## src/rtl/writeback_stage_ctrl_if.sv

```systemverilog
// MEM/WB operand bus, load-return channel and register-file write port
// of the MIPS write-back stage.
interface writeback_stage_ctrl_if #(
  parameter int DATA_W = 32,
  parameter int REG_AW = 5
);
  logic              MEM_Valid;
  logic              MEM_RegWrite;
  logic [REG_AW-1:0] MEM_WriteReg;
  logic [1:0]        MEM_WBSel;
  logic [2:0]        MEM_LoadType;
  logic [DATA_W-1:0] MEM_ALUResult;
  logic [DATA_W-1:0] MEM_LinkAddr;
  logic [DATA_W-1:0] MEM_HiLo;
  logic [DATA_W-1:0] LD_Data;
  logic              LD_Valid;
  logic              WB_Stall;
  logic              WB_Valid;
  logic              WB_RegWrite;
  logic [REG_AW-1:0] WB_WriteReg;
  logic [DATA_W-1:0] WB_WriteData;

  modport master (
    output MEM_Valid, MEM_RegWrite, MEM_WriteReg, MEM_WBSel,
    output MEM_LoadType, MEM_ALUResult, MEM_LinkAddr, MEM_HiLo,
    output LD_Data, LD_Valid,
    input  WB_Stall, WB_Valid, WB_RegWrite, WB_WriteReg, WB_WriteData
  );

  modport slave (
    input  MEM_Valid, MEM_RegWrite, MEM_WriteReg, MEM_WBSel,
    input  MEM_LoadType, MEM_ALUResult, MEM_LinkAddr, MEM_HiLo,
    input  LD_Data, LD_Valid,
    output WB_Stall, WB_Valid, WB_RegWrite, WB_WriteReg, WB_WriteData
  );
endinterface

```

## src/rtl/writeback_stage_ctrl.sv

```systemverilog
// Registered MIPS write-back stage: result mux, load extension,
// and MEM stall while a multi-cycle load is outstanding.
module writeback_stage_ctrl #(
  parameter int DATA_W     = 32,
  parameter int REG_AW     = 5,
  parameter bit ZERO_GUARD = 1'b1
) (
  input logic Clk,
  input logic Reset,
  writeback_stage_ctrl_if.slave bus
);

  typedef enum logic [1:0] {
    EMPTY,
    WRITE,
    LWAIT
  } state_t;

  localparam logic [1:0] SEL_ALU  = 2'd0;
  localparam logic [1:0] SEL_LOAD = 2'd1;
  localparam logic [1:0] SEL_LINK = 2'd2;

  localparam logic [2:0] LT_LH  = 3'd1;
  localparam logic [2:0] LT_LHU = 3'd2;
  localparam logic [2:0] LT_LB  = 3'd3;
  localparam logic [2:0] LT_LBU = 3'd4;

  state_t            state;
  state_t            state_nxt;
  logic              capture;
  logic              rw_q;
  logic [REG_AW-1:0] reg_q;
  logic [DATA_W-1:0] data_q;
  logic [2:0]        ltype_q;
  logic [1:0]        off_q;
  logic [DATA_W-1:0] src;
  logic [DATA_W-1:0] ld_ext;
  logic [7:0]        ld_byte;
  logic [15:0]       ld_half;
  logic              rw_in;

  assign capture = bus.MEM_Valid && (state != LWAIT);

  // write to r0 is dropped here so the register file needs no guard
  assign rw_in = bus.MEM_RegWrite &&
    !(ZERO_GUARD && (bus.MEM_WriteReg == '0));

  always_comb begin
    src = bus.MEM_ALUResult;
    unique case (bus.MEM_WBSel)
      SEL_ALU:  src = bus.MEM_ALUResult;
      SEL_LOAD: src = '0;
      SEL_LINK: src = bus.MEM_LinkAddr;
      default:  src = bus.MEM_HiLo;
    endcase
  end

  assign ld_byte = bus.LD_Data[8*off_q +: 8];
  assign ld_half = bus.LD_Data[16*off_q[1] +: 16];

  always_comb begin
    ld_ext = bus.LD_Data;
    unique case (ltype_q)
      LT_LH:   ld_ext = {{(DATA_W-16){ld_half[15]}}, ld_half};
      LT_LHU:  ld_ext = {{(DATA_W-16){1'b0}}, ld_half};
      LT_LB:   ld_ext = {{(DATA_W-8){ld_byte[7]}}, ld_byte};
      LT_LBU:  ld_ext = {{(DATA_W-8){1'b0}}, ld_byte};
      default: ld_ext = bus.LD_Data;
    endcase
  end

  always_comb begin
    state_nxt = EMPTY;
    unique case (state)
      LWAIT:
        state_nxt = bus.LD_Valid ? WRITE : LWAIT;
      default:
        if (capture)
          state_nxt = (bus.MEM_WBSel == SEL_LOAD) ? LWAIT : WRITE;
        else
          state_nxt = EMPTY;
    endcase
  end

  always_ff @(posedge Clk) begin
    if (Reset) begin
      state   <= EMPTY;
      rw_q    <= 1'b0;
      reg_q   <= '0;
      data_q  <= '0;
      ltype_q <= '0;
      off_q   <= '0;
    end else begin
      state <= state_nxt;
      if (capture) begin
        rw_q    <= rw_in;
        reg_q   <= bus.MEM_WriteReg;
        data_q  <= src;
        ltype_q <= bus.MEM_LoadType;
        off_q   <= bus.MEM_ALUResult[1:0];
      end else if (state == LWAIT && bus.LD_Valid) begin
        data_q <= ld_ext;
      end
    end
  end

  assign bus.WB_Stall     = (state == LWAIT);
  assign bus.WB_Valid     = (state == WRITE);
  assign bus.WB_RegWrite  = (state == WRITE) && rw_q;
  assign bus.WB_WriteReg  = (state == WRITE) ? reg_q : '0;
  assign bus.WB_WriteData = (state == WRITE) ? data_q : '0;

endmodule

```

## src/flat_wrapper.sv

```systemverilog
// flat-port wrapper written by rule: the top's interface ports become plain ports
module writeback_stage_ctrl_flat 
#(
  parameter int DATA_W     = 32,
  parameter int REG_AW     = 5,
  parameter bit ZERO_GUARD = 1'b1
)
  (Clk, Reset, bus_MEM_Valid, bus_MEM_RegWrite, bus_MEM_WriteReg, bus_MEM_WBSel, bus_MEM_LoadType, bus_MEM_ALUResult, bus_MEM_LinkAddr, bus_MEM_HiLo, bus_LD_Data, bus_LD_Valid, bus_WB_Stall, bus_WB_Valid, bus_WB_RegWrite, bus_WB_WriteReg, bus_WB_WriteData);
  writeback_stage_ctrl_if #(.DATA_W(DATA_W), .REG_AW(REG_AW)) bus_i ();
  input logic Clk;
  input logic Reset;
  input wire logic [$bits(bus_i.MEM_Valid)-1:0] bus_MEM_Valid;
  input wire logic [$bits(bus_i.MEM_RegWrite)-1:0] bus_MEM_RegWrite;
  input wire logic [$bits(bus_i.MEM_WriteReg)-1:0] bus_MEM_WriteReg;
  input wire logic [$bits(bus_i.MEM_WBSel)-1:0] bus_MEM_WBSel;
  input wire logic [$bits(bus_i.MEM_LoadType)-1:0] bus_MEM_LoadType;
  input wire logic [$bits(bus_i.MEM_ALUResult)-1:0] bus_MEM_ALUResult;
  input wire logic [$bits(bus_i.MEM_LinkAddr)-1:0] bus_MEM_LinkAddr;
  input wire logic [$bits(bus_i.MEM_HiLo)-1:0] bus_MEM_HiLo;
  input wire logic [$bits(bus_i.LD_Data)-1:0] bus_LD_Data;
  input wire logic [$bits(bus_i.LD_Valid)-1:0] bus_LD_Valid;
  output wire logic [$bits(bus_i.WB_Stall)-1:0] bus_WB_Stall;
  output wire logic [$bits(bus_i.WB_Valid)-1:0] bus_WB_Valid;
  output wire logic [$bits(bus_i.WB_RegWrite)-1:0] bus_WB_RegWrite;
  output wire logic [$bits(bus_i.WB_WriteReg)-1:0] bus_WB_WriteReg;
  output wire logic [$bits(bus_i.WB_WriteData)-1:0] bus_WB_WriteData;
  assign bus_i.MEM_Valid = bus_MEM_Valid;
  assign bus_i.MEM_RegWrite = bus_MEM_RegWrite;
  assign bus_i.MEM_WriteReg = bus_MEM_WriteReg;
  assign bus_i.MEM_WBSel = bus_MEM_WBSel;
  assign bus_i.MEM_LoadType = bus_MEM_LoadType;
  assign bus_i.MEM_ALUResult = bus_MEM_ALUResult;
  assign bus_i.MEM_LinkAddr = bus_MEM_LinkAddr;
  assign bus_i.MEM_HiLo = bus_MEM_HiLo;
  assign bus_i.LD_Data = bus_LD_Data;
  assign bus_i.LD_Valid = bus_LD_Valid;
  assign bus_WB_Stall = bus_i.WB_Stall;
  assign bus_WB_Valid = bus_i.WB_Valid;
  assign bus_WB_RegWrite = bus_i.WB_RegWrite;
  assign bus_WB_WriteReg = bus_i.WB_WriteReg;
  assign bus_WB_WriteData = bus_i.WB_WriteData;
  writeback_stage_ctrl #(.DATA_W(DATA_W), .REG_AW(REG_AW), .ZERO_GUARD(ZERO_GUARD)) u_core (.Clk(Clk), .Reset(Reset), .bus(bus_i));
endmodule
```

## config.mk

```make
export PLATFORM = sky130hd
export DESIGN_NAME = writeback_stage_ctrl_flat
export DESIGN_NICKNAME = d
export VERILOG_FILES = /design/src/rtl/writeback_stage_ctrl_if.sv /design/src/rtl/writeback_stage_ctrl.sv /design/src/flat_wrapper.sv
export SDC_FILE = /design/constraint.sdc
export NUM_CORES = 1
export LEC_CHECK = 0
export CAP_MARGIN = 20
export CORE_MARGIN = 8
export CORE_UTILIZATION = 40
export CTS_CLUSTER_DIAMETER = 80
export CTS_CLUSTER_SIZE = 14
export DETAILED_ROUTE_END_ITERATION = 16
export GPL_ROUTABILITY_DRIVEN = 0
export PLACE_DENSITY = 0.81
export SLEW_MARGIN = 20
export SYNTH_ARGS = -nofsm -noshare
export SYNTH_HDL_FRONTEND = slang
export SYNTH_SLANG_ARGS = --single-unit
```

## constraint.sdc

```tcl
create_clock -name Clk -period 2.4 [get_ports Clk]
set_input_delay 0.24 -clock Clk [delete_from_list [all_inputs] [get_ports Clk]]
set_output_delay 0.24 -clock Clk [all_outputs]
set_load 0.02 [all_outputs]
```

==> impl_metrics.tcl <==
set metrics [dict create \
    finalCritPeriodShare_pct 93.2 \
    ys_async_sr_fraction_pct 0 \
    grt_max_degree 34 \
    cts_setup_buffers 0 \
    start_util_pct 41.2 \
    die_y_um 108 \
    antenna_cells 0 \
    regToRegStartpoint "u_core.ltype_q[2]" \
    root_buffer "clkbuf_8" \
    layout_min_cycle_time_ns 2.24 \
    clk_pin_slew_ns 0.09 \
    path_cells "nor2b_2, buf_4, and2_1, clkdlybuf4s50_1" \
    synth_ff_type "dfxtp_1" \
    ys_warn_count 0 \
    placed_cell_area_um2 5340 \
    wl_per_cell_um 20.1 \
    ir_drop_uv 365 \
    worst_pin_slew_ns 0.877 \
    synth_top_family_by_area "compound AO/OA/AOI/OAI gates" \
    status "finished, final reports clean" \
    synth_xor_area_share_pct 0.258 \
    min_path_cells 2 \
    worstPathRequired_ns 2.16 \
    drt_iter0_drc 195 \
    crit_fanout 21 \
    io_buffers 182 \
    syn_inst 411 \
    ys_seq_area_share_pct 26.6 \
    yosysUniqueCellTypes 40 \
    grt_pass1_wl_mm 21.3 \
    synth-seq-cells 45 \
    cts_tree "built" \
    track_usage_pct 22.5 \
    dp_hpwl_mm 10.8 \
    fin_tns_setup_ns 0 \
    worstSetupEndpointType "output port" \
    syn-cell-area_um2 3390 \
    cts.sinks 45 \
    rr_endpoint "u_core.data_q[6]" \
    synth_fa_ha_area_share_pct 0 \
    syn_to_final_growth_pct 61.3 \
    hold_path_class "flip-flop to flip-flop" \
    max_stage_delay_ns 0.62 \
    synth.area.top_cells "dfxtp_1 27%, mux2_2 13%, a221o_1 9.5%" \
    die_area_um2 11700 \
    antenna_found_initial 0 \
    slowest_stage "clkdlybuf4s50_1" \
    dr.pass1.iters 5 \
    cts_buffers 5 \
    setup_viol 0 \
    final-max-slew-violation-count 0 \
    overflow 0 \
    rsz0062_at_grt "false" \
    post_synth.cell_area_avg_um2 8.24 \
    final_layout_size_suffix_gt1_share_pct 13.6 \
    critPathLaunchType "flip-flop" \
    finalInstanceArea_um2 5460 \
    skew_ns 0.00791 \
    fin_nets 721 \
    drt_wl_total_mm 13.8 \
    htreeDepth 2 \
    pin_count 183 \
    num_vias 4019 \
    rr_worst_depth 6 \
    cp.depth 4 \
    path_delay_family "buffers and inverters" \
    core_um2 8220 \
    crit_buf_inv 2 \
    synth-edff-count 0 \
    ctsResizeCount 0 \
    crit_arrival_ns 2.00 \
    synth_simple_gate_area_share_pct 20.3 \
    synth_top_area_share_pct 26.6 \
    clock.fmax_ghz 0.447 \
    fp.dieW_um 108 \
    drc 0 \
    final_antenna_net_count 0 \
    hold_end "u_core.data_q[1]" \
    cts_hold_repair.buffers 0 \
    fp-row-count 33 \
    clk_latency_ns 0.30 \
    grt_pass1_vias 4045 \
    nFillCells 697 \
    p_leak_nw 2.01 \
    synth_common_cells "65 x nand2_1, 45 x dfxtp_1, 39 x and2_1, 39 x mux2_2, 33 x clkbuf_1" \
    criticalPathCategory "flip-flop to output port" \
    p_per_area_nw_per_um2 415 \
    synthMuxAreaShare_pct 13.9 \
    synth_compound_area_share_pct 32.6 \
    rrSetupSlack_ns 0.34 \
    via_per_inst 5.88 \
    slew_headroom_pct 41.5 \
    final_hold_viol_count 0 \
    syn_nets 554 \
    synthMostInstantiatedCell "nand2_1" \
    cap_violations 0 \
    synth_top_cell_by_area "dfxtp_1" \
    cts_buffer_depth 2 \
    min_from "u_core.data_q[1]" \
]
[area by class of cell]
cell class / count / area (um^2) / share of cell area (%)
clock buffer: 6 / 82.6 / 1.51
clock inverter: 2 / 37.5 / 0.687
inverter: 8 / 30.0 / 0.550
multi-input combinational: 315 / 2290 / 42.0
sequential: 45 / 901 / 16.5
tap: 105 / 131 / 2.40
timing repair buffer: 203 / 1990 / 36.4
[worst register-to-register path, stage by stage (launching register included)]
cell and delay, ns:
dfxtp_1 0.54, buf_4 0.30, nor4b_1 0.31, a32o_1 0.34, a221o_1 0.22, a22oi_1 0.11, o21ai_0 0.18
[layout by cell type (no fill, tap or decap), drive strengths merged, types with 2 or more instances in the layout]
master,Yosys,routed
a21oi,21,21
a221o,32,32
a221oi,7,7
a22oi,8,8
a31oi,3,3
a32o,26,26
and2,39,39
buf,10,22
clkbuf,33,6
clkdlybuf4s50,0,181
dfxtp,45,45
inv,8,8
mux2,39,39
nand2,65,65
nand2b,4,4
nor2,5,5
nor2b,13,13
o211ai,3,3
o21ai,17,17
o22ai,8,8
o32ai,7,7
or2,2,2
[registers in the layout, indices dropped and copies added (netlist names)]
name and count:
u_core.ltype_q 3, u_core.reg_q 5, u_core.state 2, u_core.off_q 2
u_core.data_q 32, u_core.rw_q 1
[routing by layer]
metal	part of all wire, %	vias up	track usage [%]
li1	-	1894	-
met1	40	1930	27.0
met2	49	179	39.2
met3	10	16	6.84
met4	1.0	0	3.77
met5	0	-	0
[report_power, final]
group / switching, W / total, W / internal, W
clock: 0.000280 / 0.000619 / 0.000339
combinational: 0.000345 / 0.000798 / 0.000453
sequential: 0.0000376 / 0.000849 / 0.000811
[metrics by stage]
stage               cells  hold slack (ns)  utilization, %  setup WS [ns]  power (W)
finish                684            0.459            66.5          0.162    0.00227
global route          684            0.483            66.5         0.0334    0.00237
CTS                   684            0.466            66.4          0.147    0.00227
detailed placement    676            0.444            64.9          0.181    0.00165
global placement      676            0.433            64.9          0.220    0.00164
floorplan             411            0.309               -          0.455    0.00126
[logic make-up (layout without fill, tap and decap cells)]
| kind of cell | after synthesis | after routing |
|---|---|---|
| AOI/OAI and AO/OA | 137 | 137 |
| DFF | 45 | 45 |
| muxes | 41 | 41 |
| buffers and inverters | 51 | 219 |
| xor gates and xnor gates | 1 | 1 |
| and+or+nand+nor | 136 | 136 |
[how the worst max path moves through the flow]
stage / start / end / slack [ns]
after floorplan: u_core.off_q[0] / u_core.data_q[21] / 0.45
after detailed placement: u_core.ltype_q[0] / u_core.data_q[27] / 0.18
after CTS: u_core.state[0] / bus_WB_WriteData[31] / 0.15
after global routing: u_core.state[0] / bus_WB_WriteData[29] / 0.03
after global placement: bus_LD_Data[15] / u_core.data_q[25] / 0.22
final: u_core.state[0] / bus_WB_WriteData[31] / 0.16
(Power assumes the default switching activity.)
